===== src/rtl/conv_out_packer_pkg.sv =====
// Shared types and width derivations for the conv output packer.
package conv_out_packer_pkg;

    // Frame sequencing states.
    typedef enum logic [2:0] {
        StIdle  = 3'd0,
        StCalc  = 3'd1,
        StRun   = 3'd2,
        StFlush = 3'd3,
        StDone  = 3'd4
    } state_e;

    // Cycles spent computing the beat total after Start.
    localparam int unsigned CALC_CYCLES = 2;

    // Width of one input beat.
    function automatic int unsigned calc_in_w(input int unsigned picture_num,
                                              input int unsigned channel_out_num,
                                              input int unsigned width_data);
        return picture_num * channel_out_num * width_data;
    endfunction

    // Width of one packed output word.
    function automatic int unsigned calc_out_w(input int unsigned in_w,
                                               input int unsigned pack_num);
        return in_w * pack_num;
    endfunction

    // Width of the beat/word counters: rows^2 * channel groups.
    function automatic int unsigned calc_cnt_w(input int unsigned width_feature_size,
                                               input int unsigned width_channel_num_reg);
        return 2 * width_feature_size + width_channel_num_reg;
    endfunction

endpackage


===== src/rtl/conv_out_fifo.sv =====
// Synchronous FIFO with async reset; combinational read of the head entry.
module conv_out_fifo #(
    parameter int unsigned WIDTH = 64,
    parameter int unsigned DEPTH = 16
) (
    input  logic             clk,
    input  logic             rst,
    input  logic             wr_en,
    input  logic             rd_en,
    input  logic [WIDTH-1:0] din,
    output logic [WIDTH-1:0] dout,
    output logic             full,
    output logic             empty
);

    localparam int unsigned AW = $clog2(DEPTH);

    logic [WIDTH-1:0] mem_q [DEPTH];
    logic [AW:0]      wr_ptr_q, wr_ptr_d;
    logic [AW:0]      rd_ptr_q, rd_ptr_d;
    logic             do_wr, do_rd;

    // Extra pointer MSB distinguishes full from empty when the indices match.
    assign full  = (wr_ptr_q[AW] != rd_ptr_q[AW]) && (wr_ptr_q[AW-1:0] == rd_ptr_q[AW-1:0]);
    assign empty = (wr_ptr_q == rd_ptr_q);
    assign dout  = mem_q[rd_ptr_q[AW-1:0]];

    assign do_wr = wr_en && !full;
    assign do_rd = rd_en && !empty;

    // Pointer advance on accepted push/pop.
    always_comb begin
        wr_ptr_d = wr_ptr_q + {{AW{1'b0}}, do_wr};
        rd_ptr_d = rd_ptr_q + {{AW{1'b0}}, do_rd};
    end

    // Pointer registers; reset empties the FIFO.
    always_ff @(posedge clk or posedge rst) begin
        if (rst) begin
            wr_ptr_q <= '0;
            rd_ptr_q <= '0;
        end else begin
            wr_ptr_q <= wr_ptr_d;
            rd_ptr_q <= rd_ptr_d;
        end
    end

    // Storage array; contents are meaningless until written.
    always_ff @(posedge clk) begin
        if (do_wr) begin
            mem_q[wr_ptr_q[AW-1:0]] <= din;
        end
    end

endmodule


===== src/rtl/conv_out_packer.sv =====
// Buffers quantised conv beats, packs PACK_NUM beats per word and frames a layer
// for the write DMA (M_Last on the final word, Done pulse once it is taken).
module conv_out_packer
    import conv_out_packer_pkg::*;
#(
    parameter int unsigned CHANNEL_OUT_NUM       = 8,
    parameter int unsigned PICTURE_NUM           = 1,
    parameter int unsigned WIDTH_DATA            = 8,
    parameter int unsigned PACK_NUM              = 2,
    parameter int unsigned FIFO_DEPTH            = 16,
    parameter int unsigned WIDTH_FEATURE_SIZE    = 12,
    parameter int unsigned WIDTH_CHANNEL_NUM_REG = 10,
    localparam int unsigned IN_W  = calc_in_w(PICTURE_NUM, CHANNEL_OUT_NUM, WIDTH_DATA),
    localparam int unsigned OUT_W = calc_out_w(IN_W, PACK_NUM),
    localparam int unsigned CNT_W = calc_cnt_w(WIDTH_FEATURE_SIZE, WIDTH_CHANNEL_NUM_REG)
) (
    input  logic                             clk,
    input  logic                             rst,
    input  logic                             Start,
    input  logic [WIDTH_FEATURE_SIZE-1:0]    Row_Num_Out_REG,
    input  logic [WIDTH_CHANNEL_NUM_REG-1:0] Channel_Out_Num_REG,
    input  logic [IN_W-1:0]                  S_Data,
    input  logic                             S_Valid,
    output logic                             S_Ready,
    output logic [OUT_W-1:0]                 M_Data,
    output logic                             M_Valid,
    input  logic                             M_Ready,
    output logic                             M_Last,
    output logic                             Done,
    output logic                             Busy
);

    localparam int unsigned SQ_W = 2 * WIDTH_FEATURE_SIZE;
    localparam int unsigned PK_W = (PACK_NUM > 1) ? $clog2(PACK_NUM) : 1;

    state_e                           state_q, state_d;
    logic                             calc_cnt_q, calc_cnt_d;
    logic [WIDTH_FEATURE_SIZE-1:0]    row_q, row_d;
    logic [WIDTH_CHANNEL_NUM_REG-1:0] ch_q, ch_d;
    logic [SQ_W-1:0]                  row_sq_q, row_sq_d;
    logic [CNT_W-1:0]                 tot_q, tot_d;
    logic [CNT_W-1:0]                 in_cnt_q, in_cnt_d;
    logic [CNT_W-1:0]                 pop_cnt_q, pop_cnt_d;
    logic [CNT_W-1:0]                 out_cnt_q, out_cnt_d;
    logic [PK_W-1:0]                  pk_idx_q, pk_idx_d;
    logic [OUT_W-1:0]                 pack_q, pack_d;
    logic [OUT_W-1:0]                 m_data_q, m_data_d;
    logic                             m_valid_q, m_valid_d;
    logic                             m_last_q, m_last_d;

    logic             fifo_wr, fifo_rd, fifo_full, fifo_empty;
    logic [IN_W-1:0]  fifo_dout;
    logic             frame_start, s_ready, out_free, m_xfer, last_beat, word_full;
    logic [OUT_W-1:0] word_v;

    conv_out_fifo #(
        .WIDTH (IN_W),
        .DEPTH (FIFO_DEPTH)
    ) u_fifo (
        .clk   (clk),
        .rst   (rst),
        .wr_en (fifo_wr),
        .rd_en (fifo_rd),
        .din   (S_Data),
        .dout  (fifo_dout),
        .full  (fifo_full),
        .empty (fifo_empty)
    );

    // Handshake and pack-side control decodes.
    always_comb begin
        frame_start = (state_q == StIdle) && Start;
        // Stop accepting once the whole frame is in, so surplus beats stay upstream.
        s_ready     = (state_q == StRun) && !fifo_full && (in_cnt_q != tot_q);
        fifo_wr     = S_Valid && s_ready;
        out_free    = !m_valid_q || M_Ready;
        m_xfer      = m_valid_q && M_Ready;
        fifo_rd     = !fifo_empty && out_free && ((state_q == StRun) || (state_q == StFlush));
        last_beat   = (pop_cnt_q == (tot_q - CNT_W'(1)));
        word_full   = (pk_idx_q == PK_W'(PACK_NUM - 1));
    end

    // FSM next state plus the two-cycle registered TOT multiply.
    always_comb begin
        state_d    = state_q;
        calc_cnt_d = calc_cnt_q;
        row_d      = row_q;
        ch_d       = ch_q;
        row_sq_d   = row_sq_q;
        tot_d      = tot_q;
        unique case (state_q)
            StIdle: begin
                if (Start) begin
                    row_d      = Row_Num_Out_REG;
                    ch_d       = Channel_Out_Num_REG;
                    calc_cnt_d = 1'b0;
                    state_d    = StCalc;
                end
            end
            StCalc: begin
                calc_cnt_d = 1'b1;
                if (!calc_cnt_q) begin
                    row_sq_d = SQ_W'(row_q) * SQ_W'(row_q);
                end else begin
                    tot_d   = CNT_W'(row_sq_q) * CNT_W'(ch_q);
                    state_d = (tot_d == '0) ? StDone : StRun;
                end
            end
            StRun: begin
                if (in_cnt_q == tot_q) begin
                    state_d = StFlush;
                end
            end
            StFlush: begin
                if (m_xfer && m_last_q) begin
                    state_d = StDone;
                end
            end
            StDone: begin
                state_d = StIdle;
            end
            default: begin
                state_d = StIdle;
            end
        endcase
    end

    // Counters, pack register and single output stage.
    always_comb begin
        in_cnt_d  = in_cnt_q;
        pop_cnt_d = pop_cnt_q;
        out_cnt_d = out_cnt_q;
        pk_idx_d  = pk_idx_q;
        pack_d    = pack_q;
        m_data_d  = m_data_q;
        m_valid_d = m_valid_q;
        m_last_d  = m_last_q;
        word_v    = pack_q;
        word_v[pk_idx_q*IN_W +: IN_W] = fifo_dout;

        if (frame_start) begin
            in_cnt_d  = '0;
            pop_cnt_d = '0;
            out_cnt_d = '0;
            pk_idx_d  = '0;
            pack_d    = '0;
        end

        if (fifo_wr) begin
            in_cnt_d = in_cnt_q + CNT_W'(1);
        end

        if (m_xfer) begin
            out_cnt_d = out_cnt_q + CNT_W'(1);
            m_valid_d = 1'b0;
            m_last_d  = 1'b0;
        end

        if (fifo_rd) begin
            pop_cnt_d = pop_cnt_q + CNT_W'(1);
            if (word_full || last_beat) begin
                // pack_q is cleared after every load, so unused slots of a short word are zero.
                m_data_d  = word_v;
                m_valid_d = 1'b1;
                m_last_d  = last_beat;
                pack_d    = '0;
                pk_idx_d  = '0;
            end else begin
                pack_d   = word_v;
                pk_idx_d = pk_idx_q + PK_W'(1);
            end
        end
    end

    // State and datapath registers.
    always_ff @(posedge clk or posedge rst) begin
        if (rst) begin
            state_q    <= StIdle;
            calc_cnt_q <= 1'b0;
            row_q      <= '0;
            ch_q       <= '0;
            row_sq_q   <= '0;
            tot_q      <= '0;
            in_cnt_q   <= '0;
            pop_cnt_q  <= '0;
            out_cnt_q  <= '0;
            pk_idx_q   <= '0;
            pack_q     <= '0;
            m_data_q   <= '0;
            m_valid_q  <= 1'b0;
            m_last_q   <= 1'b0;
        end else begin
            state_q    <= state_d;
            calc_cnt_q <= calc_cnt_d;
            row_q      <= row_d;
            ch_q       <= ch_d;
            row_sq_q   <= row_sq_d;
            tot_q      <= tot_d;
            in_cnt_q   <= in_cnt_d;
            pop_cnt_q  <= pop_cnt_d;
            out_cnt_q  <= out_cnt_d;
            pk_idx_q   <= pk_idx_d;
            pack_q     <= pack_d;
            m_data_q   <= m_data_d;
            m_valid_q  <= m_valid_d;
            m_last_q   <= m_last_d;
        end
    end

    assign S_Ready = s_ready;
    assign M_Data  = m_data_q;
    assign M_Valid = m_valid_q;
    assign M_Last  = m_last_q;
    assign Done    = (state_q == StDone);
    assign Busy    = (state_q != StIdle);

endmodule


===== config.mk =====
export PLATFORM = sky130hd
export DESIGN_NAME = conv_out_packer
export DESIGN_NICKNAME = d
export VERILOG_FILES = /design/src/rtl/conv_out_packer_pkg.sv /design/src/rtl/conv_out_fifo.sv /design/src/rtl/conv_out_packer.sv
export SDC_FILE = /design/constraint.sdc
export NUM_CORES = 2
export LEC_CHECK = 0
export ABC_CLOCK_PERIOD_IN_PS = 16250
export BUFFER_PORTS_ARGS = -buffer_cell sky130_fd_sc_hd__buf_2
export CORE_MARGIN = 3
export CORE_UTILIZATION = 50
export DETAILED_ROUTE_END_ITERATION = 12
export GPL_TIMING_DRIVEN = 0
export PLACE_DENSITY = 0.64
export SLEW_MARGIN = 15
export SYNTH_ARGS = -nofsm -noshare
export SYNTH_HDL_FRONTEND = slang
export SYNTH_SLANG_ARGS = --single-unit

===== constraint.sdc =====
create_clock -name clk -period 16.25 [get_ports clk]
set_input_delay 0.8125 -clock clk [delete_from_list [all_inputs] [get_ports clk]]
set_output_delay 0.8125 -clock clk [all_outputs]
set_load 0.01 [all_outputs]

==> results_dict.tcl <==
set metrics [dict create \
    postCtsSetupBuffers 0 \
    crit_arrival_ps 8470 \
    cp.required_ps 16920 \
    dp_hpwl_um 131700 \
    rsz0062_at_grt "false" \
    layoutNonFillerInstCount 6917 \
    cts-root-buf "clkbuf_16" \
    cts_max_level 4 \
    dr.pass1.iters 5 \
    combPwrFrac_pct 33.3 \
    crit_chain "clkbuf_1, nand2_1, fa_1, inv_1, fa_1, fa_1, fa_1, inv_1, fa_1, inv_1, ha_1, clkbuf_1, nand4_1, o41ai_1, o21ai_0, o21a_1, xnor2_1, or4_1, nor4b_1, a31oi_1, or3_1" \
    cts_tree "yes" \
    max_slew.worst_pin.slew_ps 1242 \
    peakVddDrop_uv 119.4 \
    netlist_top_cells_area "edfxtp_1 45%, dfrtp_1 15%, mux4_2 10%" \
    drv_slew 0 \
    initial_core_util_pct 50.63 \
    routed_wl_um 182300 \
    numClockSinks 1444 \
    io_buffers 223 \
    syn_area_per_cell_um2 15.19 \
    p_total_mw 12.29 \
    p_sw_mw 4.106 \
    dr_wl_met2_um 88330 \
    leakage_nw 30.40 \
    final_common_cell "edfxtp_1" \
    remaining_drc_errors 0 \
    crit_path_frequent_cell "fa_1" \
    clk_pin_slew_ps 60 \
    pwr-share-seq_pct 39.2 \
    crit_type "flop to flop" \
    max_stage_delay_ps 660 \
    synthCells 4543 \
    crit_path_end "state_q[1]" \
    wl_met1_um 74140 \
    layout_min_cycle_time_ps 7798 \
    intPower_mw 8.187 \
    clk-insertion-delay-late_ps 790 \
    maxSlewHeadroom_pct 17.18 \
    final_antenna_net_count 0 \
    placed_cells 6636 \
    layout_common_cells "1,024 x edfxtp_1, 420 x dfrtp_1, 332 x nand2_1, 320 x mux4_2, 300 x inv_1" \
    grt_pass1_wl_um 274400 \
    finalCritPeriodShare_pct 47.99 \
    fmax_ghz 0.1282 \
    synth_top_area_share_pct 44.55 \
    overflow 0 \
    syn_area_mm2 0.06902 \
    hold_ws_ps 42.86 \
    r2r_end "state_q[1]" \
    rrSetupSlack_ps 8450 \
    postLayoutSetupSlackWorst_ps 8452 \
    synth-edff-count 1024 \
    post-route-util_pct 57.79 \
    p_per_area_mw_per_mm2 156.0 \
    fp.dieW_um 377.5 \
    die_y_um 377.5 \
    worst_clock_skew_ps 61.84 \
    clock_power_share_pct 27.5 \
    top_layer_used "met5" \
    crit_start "ch_q[5]" \
    avgViaCountPerCell 5.973 \
    core.rowCount 135 \
    setup_violations 0 \
    boundaryPins 224 \
    syn_to_final_growth_pct 14.13 \
    synth_cell_type_count 80 \
    ctsHoldBuffers 0 \
    antenna_found_initial 26 \
    clockBufferDepth 3 \
    gp_congestion 0.9150 \
    yosysSeqAreaShare_pct 59.78 \
    finalHoldViolations 0 \
    fin_nets 5477 \
    cts-resized-gates 0 \
    place_ws_ps 8493 \
    synthArstFlopShare_pct 29.09 \
    cp_slowest_cell "nor4b_1" \
    startpoint_type "flop" \
    cp-end-kind "flop" \
    grt_use_total_pct 26.03 \
    grt_max_degree 111 \
    drv_cap 0 \
    vias 41310 \
    cts_buffers 152 \
    r2r_start "ch_q[5]" \
    die_area_mm2 0.1425 \
    outcome "finished clean" \
    layout-drive-gt1-share_pct 18.55 \
    grt_pass1_vias 42330 \
    ys_warn_count 0 \
    nFillCells 10560 \
    core_mm2 0.1363 \
    r2r_cells 21 \
    cp_max_fo 10 \
    met3_length_um 13620 \
    min_path_type "input port to asynchronous set/reset pin" \
    ys_ff_latch 1444 \
    synth_top_area_cell "edfxtp_1" \
    drt_iter0_markers 3974 \
    swShare_pct 33.40 \
    synth_flop_cell "edfxtp_1" \
    routedWlPerCell_um 26.35 \
]
[logic make-up after synthesis]
group / after synthesis / share of synthesized area (%)
compound gates: 614 / 6.642
xor+xnor: 143 / 1.815
fa+ha+maj: 377 / 9.521
buf+inv: 584 / 3.383
flops: 1444 / 59.78
mux: 367 / 11.16
other cells: 2 / 0.01088
simple gates: 1012 / 7.686
[synthesized netlist by cell type, types with 5 or more instances]
| cell | number |
|---|---|
| edfxtp_1 | 1024 |
| o21a_1 | 6 |
| o211ai_1 | 18 |
| a2bb2oi_2 | 10 |
| a211oi_1 | 11 |
| xor2_1 | 58 |
| buf_1 | 27 |
| o22ai_1 | 7 |
| a21oi_1 | 48 |
| mux4_2 | 320 |
| nand2_1 | 332 |
| and2_1 | 160 |
| nor4_1 | 10 |
| nor2b_1 | 14 |
| inv_1 | 301 |
| nand4_1 | 34 |
| a311oi_1 | 5 |
| nand2b_1 | 133 |
| mux2i_1 | 26 |
| buf_6 | 10 |
| clkbuf_1 | 213 |
| or3_1 | 11 |
| o31ai_1 | 140 |
| and3_1 | 87 |
| o21bai_1 | 6 |
| or4_1 | 7 |
| and4_1 | 5 |
| xnor2_1 | 85 |
| nor2_1 | 80 |
| dfrtp_1 | 420 |
| a31oi_1 | 11 |
| nor3_1 | 26 |
| ha_1 | 130 |
| a21o_1 | 25 |
| nand4b_1 | 5 |
| buf_4 | 11 |
| or2_2 | 6 |
| a2111oi_0 | 8 |
| buf_2 | 21 |
| o21ai_0 | 102 |
| mux2_2 | 21 |
| fa_1 | 247 |
| nand3_1 | 80 |
| a22o_1 | 65 |
| a2bb2oi_1 | 117 |
[power by group through the flow]
| stage | clock [mW] | sequential (mW) | combinational [mW] |
|---|---|---|---|
| 2_1_floorplan | 0 | 4.84 | 2.52 |
| 3_3_place_gp | 0 | 4.94 | 3.94 |
| 3_5_place_dp | 0 | 4.88 | 4.10 |
| 4_1_cts | 3.43 | 4.81 | 4.13 |
| 5_1_grt | 3.59 | 4.85 | 4.37 |
| 6_report | 3.38 | 4.82 | 4.09 |
[layer usage]
| layer | vias up | GRT usage, % |
|---|---|---|
| li1 | 17870 | - |
| met1 | 21680 | 35.65 |
| met2 | 1457 | 41.99 |
| met3 | 302 | 5.296 |
| met4 | 6 | 8.692 |
| met5 | - | 0 |
[how the worst min path moves through the flow]
stage | slack, ps | endpoint | depth (start not counted)
6_report | 40 | ch_q[2] | 2
4_1_cts | 30 | ch_q[2] | 2
2_1_floorplan | 460 | pack_q[0] | 1
5_1_grt | 70 | ch_q[2] | 2
3_3_place_gp | 470 | pack_q[15] | 1
3_5_place_dp | 470 | pack_q[1] | 1
[layout make-up]
type	instances	area [um2]	area share (%)
well taps	1781	2228	2.829
flip-flops and latches	1444	41260	52.38
diodes	8	20.02	0.02541
plain buffers	282	1212	1.539
multi-input cells	2518	25550	32.44
clock inverters	66	757.0	0.9610
inverters	302	1141	1.449
clock buffers	207	4120	5.231
repair buffers	309	2482	3.151
[registers in the layout, indices dropped and copies added, names as in the netlist]
register	cells
M_Data	128
state_q	3
M_Valid	1
in_cnt_q	34
pop_cnt_q	34
tot_q	34
u_fifo.wr_ptr_q	5
u_fifo.rd_ptr_q	5
pack_q	128
calc_cnt_q	1
row_q	12
row_sq_q	23
M_Last	1
pk_idx_q	1
u_fifo.mem_q	1024
ch_q	10
[critical path: cells and delay by family (launching register included)]
kind,cells,cell delay (ps)
adder cells (fa/ha/maj),6,2830
AND/OR/NAND/NOR,5,1770
AO/OA/AOI/OAI,4,1300
buffers and inverters,5,1150
flip-flops,1,490
XOR/XNOR,1,180
[metrics by stage]
stage / setup TNS [ps] / cell area, um2
after floorplan: 0 / 69030
after global placement: -627910 / 72370
after detailed placement: 0 / 73860
after CTS: 0 / 78740
after global routing: 0 / 78760
final: 0 / 78770
(Power assumes the default switching activity.)
